**config.mk**
```make
export PLATFORM = sky130hd
export DESIGN_NAME = rx_stream_bridge_flat
export DESIGN_NICKNAME = d
export VERILOG_FILES = /design/src/rtl/rx_stream_bridge_pkg.sv /design/src/rtl/rx_stream_bridge_if.sv /design/src/rtl/rx_stream_bridge_sync_2ff.sv /design/src/rtl/rx_stream_bridge.sv /design/src/flat_wrapper.sv
export SDC_FILE = /design/constraint.sdc
export NUM_CORES = 1
export LEC_CHECK = 0
export ABC_AREA = 1
export BUFFER_PORTS_ARGS = -buffer_cell sky130_fd_sc_hd__buf_4
export CORE_ASPECT_RATIO = 0.9
export CORE_UTILIZATION = 55
export CTS_BUF_LIST = sky130_fd_sc_hd__clkbuf_8 sky130_fd_sc_hd__clkbuf_16
export DETAILED_ROUTE_END_ITERATION = 8
export HOLD_SLACK_MARGIN = 0.02
export PLACE_DENSITY = 0.75
export SYNTH_ARGS = -nofsm -noshare
export SYNTH_HDL_FRONTEND = slang
export SYNTH_SLANG_ARGS = --single-unit
```
**constraint.sdc**
```tcl
create_clock -name clk -period 6.86 [get_ports clk]
set_input_delay 1.029 -clock clk [delete_from_list [all_inputs] [get_ports clk]]
set_output_delay 1.029 -clock clk [all_outputs]
set_load 0.05 [all_outputs]
```
**src/rtl/rx_stream_bridge_pkg.sv**
```systemverilog
// rtl/rx_stream_bridge_pkg.sv - shared state enum and counter width for rx_stream_bridge
package rx_stream_bridge_pkg;

    localparam int CNT_W = 32;

    typedef enum logic [1:0] {
        IDLE,
        RECE,
        FLUSH
    } state_t;

endpackage

```
**src/rtl/rx_stream_bridge_if.sv**
```systemverilog
// rtl/rx_stream_bridge_if.sv - AXI-Stream bundle between the bridge and its sink
interface rx_stream_bridge_if #(
    parameter int DATA_W = 16
);
    logic [DATA_W-1:0]   tdata;
    logic                tvalid;
    logic                tready;
    logic [DATA_W/8-1:0] tkeep;
    logic                tlast;

    modport master (output tdata, output tvalid, output tkeep, output tlast, input tready);
    modport slave  (input tdata, input tvalid, input tkeep, input tlast, output tready);
endinterface

```
**src/rtl/rx_stream_bridge_sync_2ff.sv**
```systemverilog
// rtl/rx_stream_bridge_sync_2ff.sv - two-flop synchronizer for the RX_REQ toggle
module sync_2ff (
    input  logic clk,
    input  logic rst,
    input  logic i_d,
    output logic o_q
);
    logic r_meta;
    logic r_q;

    always_ff @(posedge clk or posedge rst) begin
        if (rst) begin
            r_meta <= 1'b0;
            r_q    <= 1'b0;
        end else begin
            r_meta <= i_d;
            r_q    <= r_meta;
        end
    end

    assign o_q = r_q;
endmodule

```
**src/rtl/rx_stream_bridge.sv**
```systemverilog
// rtl/rx_stream_bridge.sv - toggle-handshake receiver to AXI-Stream burst bridge
// Optional build macro RX_STREAM_TLAST_EN: hold back newest word and mark burst end with TLAST.
module rx_stream_bridge
    import rx_stream_bridge_pkg::*;
#(
    parameter int DATA_W       = 16,
    parameter int FIFO_DEPTH   = 16,
    parameter int IDLE_TIMEOUT = 100
) (
    input  logic              clk,
    input  logic              rst,
    input  logic [DATA_W-1:0] RX_DATA,
    input  logic              RX_REQ,
    output logic              RX_ACK,
    rx_stream_bridge_if.master m_axis,
    output logic              RECE_DONE,
    output logic [CNT_W-1:0]  RECE_COUNT,
    output logic [CNT_W-1:0]  BURST_COUNT
);
    localparam int AW = $clog2(FIFO_DEPTH);
    localparam int IW = $clog2(IDLE_TIMEOUT) + 1;

    state_t            r_state;
    state_t            w_state_nxt;
    logic              w_req_sync;
    logic              r_ack;
    logic              w_pending;
    logic              w_full;
    logic              w_wr;
    logic              w_elig;
    logic              w_last;
    logic              w_beat;
    logic              w_flush_done;
    logic [DATA_W-1:0] r_mem [FIFO_DEPTH];
    logic [AW:0]       r_wr_ptr;
    logic [AW:0]       r_rd_ptr;
    logic [AW:0]       w_count;
    logic [IW-1:0]     r_idle;
    logic              r_tvalid;
    logic              r_tlast;
    logic [CNT_W-1:0]  r_rece_count;
    logic [CNT_W-1:0]  r_burst_count;

    sync_2ff u_sync (
        .clk (clk),
        .rst (rst),
        .i_d (RX_REQ),
        .o_q (w_req_sync)
    );

    assign w_pending = w_req_sync ^ r_ack;
    assign w_count   = r_wr_ptr - r_rd_ptr;
    assign w_full    = (w_count == (AW+1)'(FIFO_DEPTH));
    assign w_wr      = w_pending && !w_full && (r_state != FLUSH);
    assign w_beat    = r_tvalid && m_axis.tready;

`ifdef RX_STREAM_TLAST_EN
    // While receiving, the newest word stays buffered so it can later carry TLAST.
    assign w_elig       = (r_state == FLUSH) ? (w_count >= (AW+1)'(1)) : (w_count >= (AW+1)'(2));
    assign w_last       = (r_state == FLUSH) && (w_count == (AW+1)'(1));
    assign w_flush_done = w_beat && r_tlast;
`else
    assign w_elig       = (w_count != '0);
    assign w_last       = 1'b0;
    assign w_flush_done = (w_count == '0);
`endif

    always_ff @(posedge clk or posedge rst) begin
        if (rst) r_state <= IDLE;
        else     r_state <= w_state_nxt;
    end

    always_comb begin
        w_state_nxt = r_state;
        case (r_state)
            IDLE:    if (w_wr) w_state_nxt = RECE;
            RECE:    if (r_idle == IW'(IDLE_TIMEOUT - 1)) w_state_nxt = FLUSH;
            FLUSH:   if (w_flush_done) w_state_nxt = IDLE;
            default: w_state_nxt = IDLE;
        endcase
    end

    // Storage has no reset; emptiness is carried by the pointers alone.
    always_ff @(posedge clk) begin
        if (w_wr) r_mem[r_wr_ptr[AW-1:0]] <= RX_DATA;
    end

    always_ff @(posedge clk or posedge rst) begin
        if (rst) begin
            r_ack         <= 1'b0;
            r_wr_ptr      <= '0;
            r_rd_ptr      <= '0;
            r_idle        <= '0;
            r_tvalid      <= 1'b0;
            r_tlast       <= 1'b0;
            r_rece_count  <= '0;
            r_burst_count <= '0;
        end else begin
            if (w_wr) begin
                r_ack    <= ~r_ack;
                r_wr_ptr <= r_wr_ptr + 1'b1;
            end
            if (w_beat) r_rd_ptr <= r_rd_ptr + 1'b1;

            if (r_state == RECE && !w_pending && w_state_nxt == RECE) r_idle <= r_idle + 1'b1;
            else                                                      r_idle <= '0;

            // The head word is presented in place; it leaves the FIFO only on handshake.
            if (w_beat) begin
                r_tvalid <= 1'b0;
                r_tlast  <= 1'b0;
            end else if (!r_tvalid && w_elig) begin
                r_tvalid <= 1'b1;
                r_tlast  <= w_last;
            end

            if (r_state == IDLE && w_wr) r_rece_count <= '0;
            else if (w_beat)             r_rece_count <= r_rece_count + 1'b1;

            if (r_state == FLUSH && w_state_nxt == IDLE) r_burst_count <= r_burst_count + 1'b1;
        end
    end

    assign RX_ACK        = r_ack;
    assign m_axis.tdata  = r_tvalid ? r_mem[r_rd_ptr[AW-1:0]] : '0;
    assign m_axis.tvalid = r_tvalid;
    assign m_axis.tkeep  = '1;
    assign m_axis.tlast  = r_tlast;
    assign RECE_DONE     = (r_state == IDLE);
    assign RECE_COUNT    = r_rece_count;
    assign BURST_COUNT   = r_burst_count;
endmodule

```
**src/flat_wrapper.sv**
```systemverilog
// flat-port wrapper written by rule: the top's interface ports become plain ports
module rx_stream_bridge_flat import rx_stream_bridge_pkg::*;
#(
    parameter int DATA_W       = 16,
    parameter int FIFO_DEPTH   = 16,
    parameter int IDLE_TIMEOUT = 100
)
  (clk, rst, RX_DATA, RX_REQ, RX_ACK, RECE_DONE, RECE_COUNT, BURST_COUNT, m_axis_tdata, m_axis_tvalid, m_axis_tkeep, m_axis_tlast, m_axis_tready);
  rx_stream_bridge_if #(.DATA_W(DATA_W)) m_axis_i ();
  input  logic clk;
  input  logic rst;
  input  logic [DATA_W-1:0] RX_DATA;
  input  logic RX_REQ;
  output logic RX_ACK;
  output logic RECE_DONE;
  output logic [CNT_W-1:0] RECE_COUNT;
  output logic [CNT_W-1:0] BURST_COUNT;
  output wire logic [$bits(m_axis_i.tdata)-1:0] m_axis_tdata;
  output wire logic [$bits(m_axis_i.tvalid)-1:0] m_axis_tvalid;
  output wire logic [$bits(m_axis_i.tkeep)-1:0] m_axis_tkeep;
  output wire logic [$bits(m_axis_i.tlast)-1:0] m_axis_tlast;
  input wire logic [$bits(m_axis_i.tready)-1:0] m_axis_tready;
  assign m_axis_tdata = m_axis_i.tdata;
  assign m_axis_tvalid = m_axis_i.tvalid;
  assign m_axis_tkeep = m_axis_i.tkeep;
  assign m_axis_tlast = m_axis_i.tlast;
  assign m_axis_i.tready = m_axis_tready;
  rx_stream_bridge #(.DATA_W(DATA_W), .FIFO_DEPTH(FIFO_DEPTH), .IDLE_TIMEOUT(IDLE_TIMEOUT)) u_core (.clk(clk), .rst(rst), .RX_DATA(RX_DATA), .RX_REQ(RX_REQ), .RX_ACK(RX_ACK), .m_axis(m_axis_i), .RECE_DONE(RECE_DONE), .RECE_COUNT(RECE_COUNT), .BURST_COUNT(BURST_COUNT));
endmodule
```
# After elaboration in Yosys (flattened, before gate mapping)

Memories as Yosys holds them, arrays and structs flattened.
Index checks and enable logic that the tools add are counted.

$add $sub $neg: 6
Equal/unequal tests: 6
Mux-type cells: 14
Bitwise operators: 2
Reduce and logical (&&, ||, !) cells: 17

Operator list:

| kind                  | number |
|---|---|
| $add 32x1->32 const B | 2 |
| $mux 32               | 2 |
| $mux 16               | 1 |
| $add 5x1->5 const B   | 2 |
| $add 8x1->8 const B   | 1 |
| $eq 8x7->1 const B    | 1 |
| $logic_and 1x1->1     | 8 |
| $mux 8                | 1 |
| $mux 1                | 6 |
| $mux 2                | 3 |
| $pmux 2 s3            | 1 |
| $eq 5x5->1 const B    | 1 |
| $logic_not 5->1       | 1 |
| $reduce_bool 5->1     | 1 |
| $sub 5x5->5           | 1 |
| $eq 2x1->1 const B    | 2 |
| $logic_not 2->1       | 2 |
| $reduce_bool 2->1     | 2 |
| $logic_not 1->1       | 3 |
| $eq 2x2->1 const B    | 1 |
| $ne 2x2->1 const B    | 1 |
| $not 1->1             | 1 |
| $xor 1x1->1           | 1 |

Register bits after elaboration: 89
RAM bits: 256
Bits of input ports: 20
Output and inout bits: 86
Logic and storage cells: 57
Memories kept: 1

Memories:

| name         | depth | width | rd ports | clocked after Yosys merged registers in | write ports | RTL line               | text |
|---|---|---|---|---|---|---|---|
| u_core.r_mem | 16    | 16    | 1        | 0                                       | 1           | rx_stream_bridge.sv:34 | `logic [DATA_W-1:0] r_mem [FIFO_DEPTH];` |

# Longest topological paths before layout

Gate-level depths: netlist of run 1.

Depth in word-level cells: 10
Mapped depth: 16
Gate-level depth less buffers: 14

# Modules after synthesis

Synthesis of run 1 repeated with hierarchy kept, for this count alone.

Cell total of the unflattened synthesis: 1555
Area total of the unflattened synthesis: 15544.9 µm²

Modules (own cells, without submodules):

| module           | instances | cells each | area an instance (µm²) | sequential area each (µm²) |
|---|---|---|---|---|
| rx_stream_bridge | 1         | 1552       | 15491.1                | 9839.4 |
| sync_2ff         | 1         | 3          | 53.8                   | 50.0 |

# Worst setup path before layout of run 1

OpenSTA, ideal clock, no wires.

Kind: register to register
Start: register u_core.r_rd_ptr[2]
End: memory u_core.r_mem[10][0], enable pin
Library setup time: 409 ps
Arrival time: 3166 ps
Data required time: 6451 ps
Path slack: 3284 ps
Cell stages (with the launch flop): 15
Path buffers: 3
Period minus slack after synthesis: 3576 ps
Cell sequence: dfrtp_1 > buf_2 > clkinv_1 > buf_1 > ha_1 > nand2_1 > clkinv_1 > nand2_1 > nand2_1 > nand2_1 > nand2_1 > nand2_1 > nand3_2 > buf_2 > nor3_1

Longest elaborated chain between the ends: 7

Ends and longest elaborated chain:

| element                         | RTL line                | text |
|---|---|---|
| start: declaration              | rx_stream_bridge.sv:36  | `logic [AW:0] r_rd_ptr;` |
| start signal: assignment        | rx_stream_bridge.sv:103 | `if (w_beat) r_rd_ptr <= r_rd_ptr + 1'b1;` |
| $sub 5x5->5                     | rx_stream_bridge.sv:52  | `assign w_count = r_wr_ptr - r_rd_ptr;` |
| $eq 5x5->1                      | rx_stream_bridge.sv:53  | `assign w_full = (w_count == (AW+1)'(FIFO_DEPTH));` |
| $logic_not 1->1                 | rx_stream_bridge.sv:54  | `assign w_wr = w_pending && !w_full && (r_state != FLUSH);` |
| $logic_and 1x1->1 (2 in series) | rx_stream_bridge.sv:54  |  |
| $mux 1                          | rx_stream_bridge.sv:85  | `if (w_wr) r_mem[r_wr_ptr[AW-1:0]] <= RX_DATA;` |
| $mux 1 (not written as such)    | rx_stream_bridge.sv:85  |  |
| end: declaration                | rx_stream_bridge.sv:34  |  |

Every way passes these cells.

# Final worst setup path of run 1

Start: register u_core.r_rd_ptr[2]
End: memory u_core.r_mem[14][10], enable pin

Same word-level chain as after synthesis.

==> impl_results.md, run 1 <==
- Outcome: finished, violations left
- Failing checks: design-rule violations
- CP required: 6980 ps
- FF+latch count, synth: 344
- Gate Count Post-Synth: 1590
- TritonCTS clock tree: yes
- Setup Fix Bufs, Post-CTS: 0
- Worst rel slew slack: 10.8%
- Mean Syn Cell Area: 9.85 um^2
- Routed Antenna Nets: 0
- Max clock buf depth: 3
- R2R setup slack: 2050 ps
- RSZ-0062 raised after global routing: no
- Initial drt markers: 1319
- Reg2reg start: u_core.r_rd_ptr[2]
- DR vias/cell: 5.73
- Final Setup Violations: 0
- Post-synth cell types: 39
- Worst reg2reg endpoint: u_core.r_mem[14][10]
- Worst skew pair latency: 530 ps
- Final std cells w/o fill: 2069
- Max Clock Skew: 15.9 ps
- Post-DP HPWL: 24100 um
- Hold_buf cts: 0
- Post-synth ARST share: 25.6%
- Reg2Reg Depth: 11
- Most numerous cell in the Yosys netlist: nand2_1
- Number of global-route vias before repair: 11.2k
- Largest net degree at the start of global routing: 97
- Placed insts: 2000
- Fillers: 2195
- Wirelength per Cell: 18.6 um
- Final Hold Fails: 0
- Clk sink count: 344
- Power after layout: 7.00 mW
- Pre-antenna DRT Iters: 9
- Chip width: 180 um
- Row count: 58
- # resized after CTS: 0
- WP data arrival: 4930 ps
- Most instantiated cells after synthesis: nand2_1 (342), nor2_1 (260), edfxtp_1 (256), o21ai_0 (137), inv_1 (127)
- Post-Route WL: 38500 um
- HP Class: flop to flop
- Worst setup EP type: flop
- Core box area: 27900 um^2
- CTS root buf: clkbuf_16
- Worst slew pin tran: 1330 ps
- Post-synth EDFFs: 256
- Final #Nets: 1712
- Core Util, Final: 64.2%
- Top cells by area, synth: edfxtp_1 (49%), dfrtp_1 (14%), nand2_1 (8.2%), nor2_1 (6.2%), o21ai_0 (4.4%)
- CP max FO: 24
- Vias post-DR: 11.9k
- Layout area overhead: 14.5%
- Reg clk slew, reported paths: 60 ps
- Pwr Density: 391 nW/um^2
- Worst Setup EP: u_core.r_mem[14][10]
- Initial Utilization: 56.1%
- Worst Setup SP: u_core.r_rd_ptr[2]
- First-pass GRT wire length: 60600 um
- Tot GR Track Use: 26.6%
- Die ar.: 29200 um^2
- Global placer's final weighted congestion: 0.920
- Setup TNS: 0 ps
- Grt ovf: 0
- CP startpoint kind: flop
- Diodes inserted: 0
- Final hold slack: 348 ps
- WS Path Type: flop to flop
- DRC: 3
- Main synth FF type: edfxtp_1
- H-tree lvl count: 2
- Static Leakage: 7.21 nW
- Number of buffers added on ports: 102
- Worst vdd ir: 304 uV
- Layout cells sized above 1: 12.1%
- Final Cycle Share: 70.1%
- Final slew viol count: 0
- Register area share after synthesis: 63.1%
- Antenna violations before repair: 0
- Post-synth top area share: 49.1%
- Post-Syn Area: 15700 um^2
- Max cap viols: 0
- Max Fclk: 0.208 GHz
- Most area-hungry cell type in the Yosys netlist: edfxtp_1
- YS warnings: 0
- IO Pins: 106
- Cts bufs inserted: 37
- Tmin final: 4810 ps
- Die Span Y: 162 um
-- worst min path at each step --
stage	start	endpoint	slack, ps	depth (start not counted)
CTS	u_core.u_sync.r_meta	u_core.u_sync.o_q	350	0
global route	u_core.u_sync.r_meta	u_core.u_sync.o_q	350	0
detailed placement	u_core.u_sync.r_meta	u_core.u_sync.o_q	340	0
floorplan	u_core.u_sync.r_meta	u_core.u_sync.o_q	330	0
global placement	u_core.u_sync.r_meta	u_core.u_sync.o_q	330	0
finish	u_core.u_sync.r_meta	u_core.u_sync.o_q	350	0
-- cells by family (layout without fill, tap and decap cells) --
family | Yosys count | after routing | synth area share [%]
DFF | 344 | 344 | 63.1
xor gates and xnor gates | 40 | 40 | 2.24
and+or+nand+nor | 759 | 759 | 20.0
adders and majority gates | 12 | 12 | 0.959
buffers and inverters | 201 | 319 | 5.38
other | 2 | 3 | 0.0479
AOI/OAI and AO/OA | 232 | 232 | 8.23
-- cell usage in the layout, fill, tap and decap left out, drive strengths merged, types with 32 or more instances in the layout --
cell    netlist  routed
dfrtp        88      88
nand2       343     343
clkbuf       30      40
buf          38     118
nor2        265     265
nand3        95      95
o21ai       144     144
o22ai        32      32
inv         128     143
edfxtp      256     256
o211ai       32      32
-- where the power goes --
part / internal [mW] / switching (mW)
clock: 1.10 / 0.808
sequential: 2.49 / 0.178
combinational: 0.653 / 1.78
total: 4.24 / 2.76
-- state kept, by name (all words and copies together) (netlist names) --
name	count
u_core.RECE_COUNT	32
u_core.r_state	2
u_core.r_idle	8
u_core.r_rd_ptr	5
u_core.BURST_COUNT	32
u_core.m_axis.tvalid	1
u_core.RX_ACK	1
u_core.u_sync.r_meta	1
u_core.u_sync.o_q	1
u_core.r_mem	256
u_core.r_wr_ptr	5
-- routing by layer --
metal,share of wire [%],track usage (%),vias to the layer above
li1,-,-,5535
met1,42,36.5,5779
met2,49,44.7,480
met3,7.0,3.27,61
met4,1.8,7.92,0
met5,0,0,-
-- worst max-delay path: stages (launching register included) --
cell	delay (ps)
dfrtp_1	830
clkinv_1	730
ha_1	580
nand2_1	100
clkinv_1	50
nand2_1	90
nand2_1	60
nand2_1	60
nand2_1	60
nand2_1	120
nand3_2	510
nor3_2	1210
-- final cells by class --
class,count,area [um^2],area share (%)
Sequential cell,344,9890,55.2
Multi-Input combinational cell,1046,5010,28.0
Clock buffer,40,967,5.40
Timing Repair Buffer,118,890,4.96
Inverter,133,504,2.81
Tap cell,360,450,2.51
Clock inverter,28,209,1.17
-- per-stage QoR --
step	instance area (um^2)	setup WS (ps)
after detailed placement	16700	2170
after global routing	17900	1700
after global placement	16700	2310
final	17900	2050
after CTS	17900	2110
after floorplan	15700	3280
Note: power is estimated with default switching activity, not from simulation.
==> inputs of run 2 (changes only) <==
--- a/config.mk
+++ b/config.mk
@@ -12,7 +12,7 @@
 export CTS_BUF_LIST = sky130_fd_sc_hd__clkbuf_8 sky130_fd_sc_hd__clkbuf_16
 export DETAILED_ROUTE_END_ITERATION = 8
 export HOLD_SLACK_MARGIN = 0.02
-export PLACE_DENSITY = 0.75
+export PLACE_DENSITY = 0.77
 export SYNTH_ARGS = -nofsm -noshare
 export SYNTH_HDL_FRONTEND = slang
 export SYNTH_SLANG_ARGS = --single-unit
==> constraint.sdc (replaced) <==
create_clock -name clk -period 4.3 [get_ports clk]
set_input_delay 0.645 -clock clk [delete_from_list [all_inputs] [get_ports clk]]
set_output_delay 0.645 -clock clk [all_outputs]
set_load 0.05 [all_outputs]
==> impl_results.md, run 2 (same netlist as run 1, synthesis figures left out) <==
- WS Path Type: flop to output pin
- DRC: 3
- Wirelength per Cell: 18.2 um
- Failing checks: design-rule violations
- CP max FO: 50
- HP Class: input pin to flop
- Static Leakage: 7.26 nW
- Number of global-route vias before repair: 11.2k
- First-pass GRT wire length: 58900 um
- Final slew viol count: 0
- Max cap viols: 0
- Pre-antenna DRT Iters: 7
- Most common cell after layout, fill and taps aside: nand2_1
- WP data arrival: 3010 ps
- Global placer's final weighted congestion: 0.924
- Fillers: 2156
- CP startpoint kind: flop
- Area of the multi-input gates: 5010 um^2
- Die Span Y: 162 um
- H-tree lvl count: 2
- Max Fclk: 0.273 GHz
- # resized after CTS: 0
- Worst vdd ir: 459 uV
- Max Clock Skew: 21.6 ps
- Clk sink count: 344
- Setup Fix Bufs, Post-CTS: 0
- Worst rel slew slack: 39.6%
- Antenna violations before repair: 1
- Pwr Density: 623 nW/um^2
- CTS root buf: clkbuf_16
- Cts bufs inserted: 37
- Die ar.: 29200 um^2
- Core box area: 27900 um^2
- Tot GR Track Use: 25.8%
- Post-DP HPWL: 23600 um
- Post-Route WL: 37900 um
- Largest net degree at the start of global routing: 82
- Worst setup EP type: output pin
- Most frequent cells in the layout: nand2_1 (342), nor2_1 (260), edfxtp_1 (256)
- Area of all sequential standard cells: 9890 um^2
- DR vias/cell: 5.66
- IO Pins: 106
- Final Hold Fails: 0
- CP required: 3650 ps
- RSZ-0062 raised after global routing: no
- Layout cells sized above 1: 12.7%
- Outcome: finished, violations left
- Final Setup Violations: 0
- TritonCTS clock tree: yes
- Layout area overhead: 15.1%
- Initial Utilization: 56.1%
- Grt ovf: 0
- Vias post-DR: 11.8k
- Worst slew pin tran: 905 ps
- Number of buffers added on ports: 102
- Final #Nets: 1726
- Chip width: 180 um
- Final hold slack: 254 ps
- Routed Antenna Nets: 0
- Hold_buf cts: 0
- Final Cycle Share: 85.1%
- Reg clk slew, reported paths: 60 ps
- Initial drt markers: 1082
- Row count: 58
- Worst skew pair latency: 520 ps
- Max clock buf depth: 3
- Setup TNS: 0 ps
- Tmin final: 3660 ps
- Largest register FFs: 256
## run 2: where the power goes
group | leakage (nW) | internal, mW | switching, mW
clock | 0.602 | 1.82 | 1.24
sequential | 3.50 | 3.96 | 0.294
combinational | 3.16 | 1.09 | 2.82
total | 7.26 | 6.88 | 4.36
## run 2: critical path, stage by stage, from the launching register on
cell and delay (ps):
dfrtp_4 720, buf_4 520, o21ai_0 170, o22ai_1 430
nand2_1 110, nand2_1 90, inv_1 40, a21oi_1 130
buf_4 250
## run 2: path summary, 6_finish.rpt
check,startpoint,endpoint,slack [ps],cells past startpoint
max,u_core.r_rd_ptr[0],m_axis_tdata[3],640,8
min,RX_REQ,u_core.u_sync.r_meta,250,1
max reg2reg,u_core.r_rd_ptr[1],u_core.r_mem[5][8],890,12
min reg2reg,u_core.u_sync.r_meta,u_core.u_sync.o_q,350,0
max in group asynchronous,rst,u_core.RECE_COUNT[23],3200,3
min in group asynchronous,rst,u_core.BURST_COUNT[22],310,2
## run 2: final cells by class
class	instances	area share, %
Clock inverter	27	1.28
Inverter	133	2.79
Tap cell	360	2.50
Clock buffer	38	5.21
Multi-Input combinational cell	1046	27.8
Sequential cell	344	54.9
Antenna cell	1	0.0139
Timing Repair Buffer	132	5.56
## run 2: through the flow
step	power [mW]	worst slack, ps	cell area, um^2	utilization [%]	instances
6_report	11.2	643	18000	64.5	2081
5_1_grt	11.8	503	18000	64.5	2081
4_1_cts	11.3	691	18000	64.5	2080
3_5_place_dp	8.19	933	16900	60.3	2015
3_3_place_gp	8.04	1090	16900	60.3	2015
2_1_floorplan	6.95	724	15700	-	1591
## run 2: per-layer routing
| metal | GRT usage, % | up-vias | wire length (um) |
|---|---|---|---|
| li1 | - | 5558 | - |
| met3 | 3.07 | 62 | 2570 |
| met4 | 9.17 | 0 | 956 |
| met5 | 0 | - | 0 |
| met2 | 42.8 | 431 | 18100 |
| met1 | 35.5 | 5719 | 16200 |
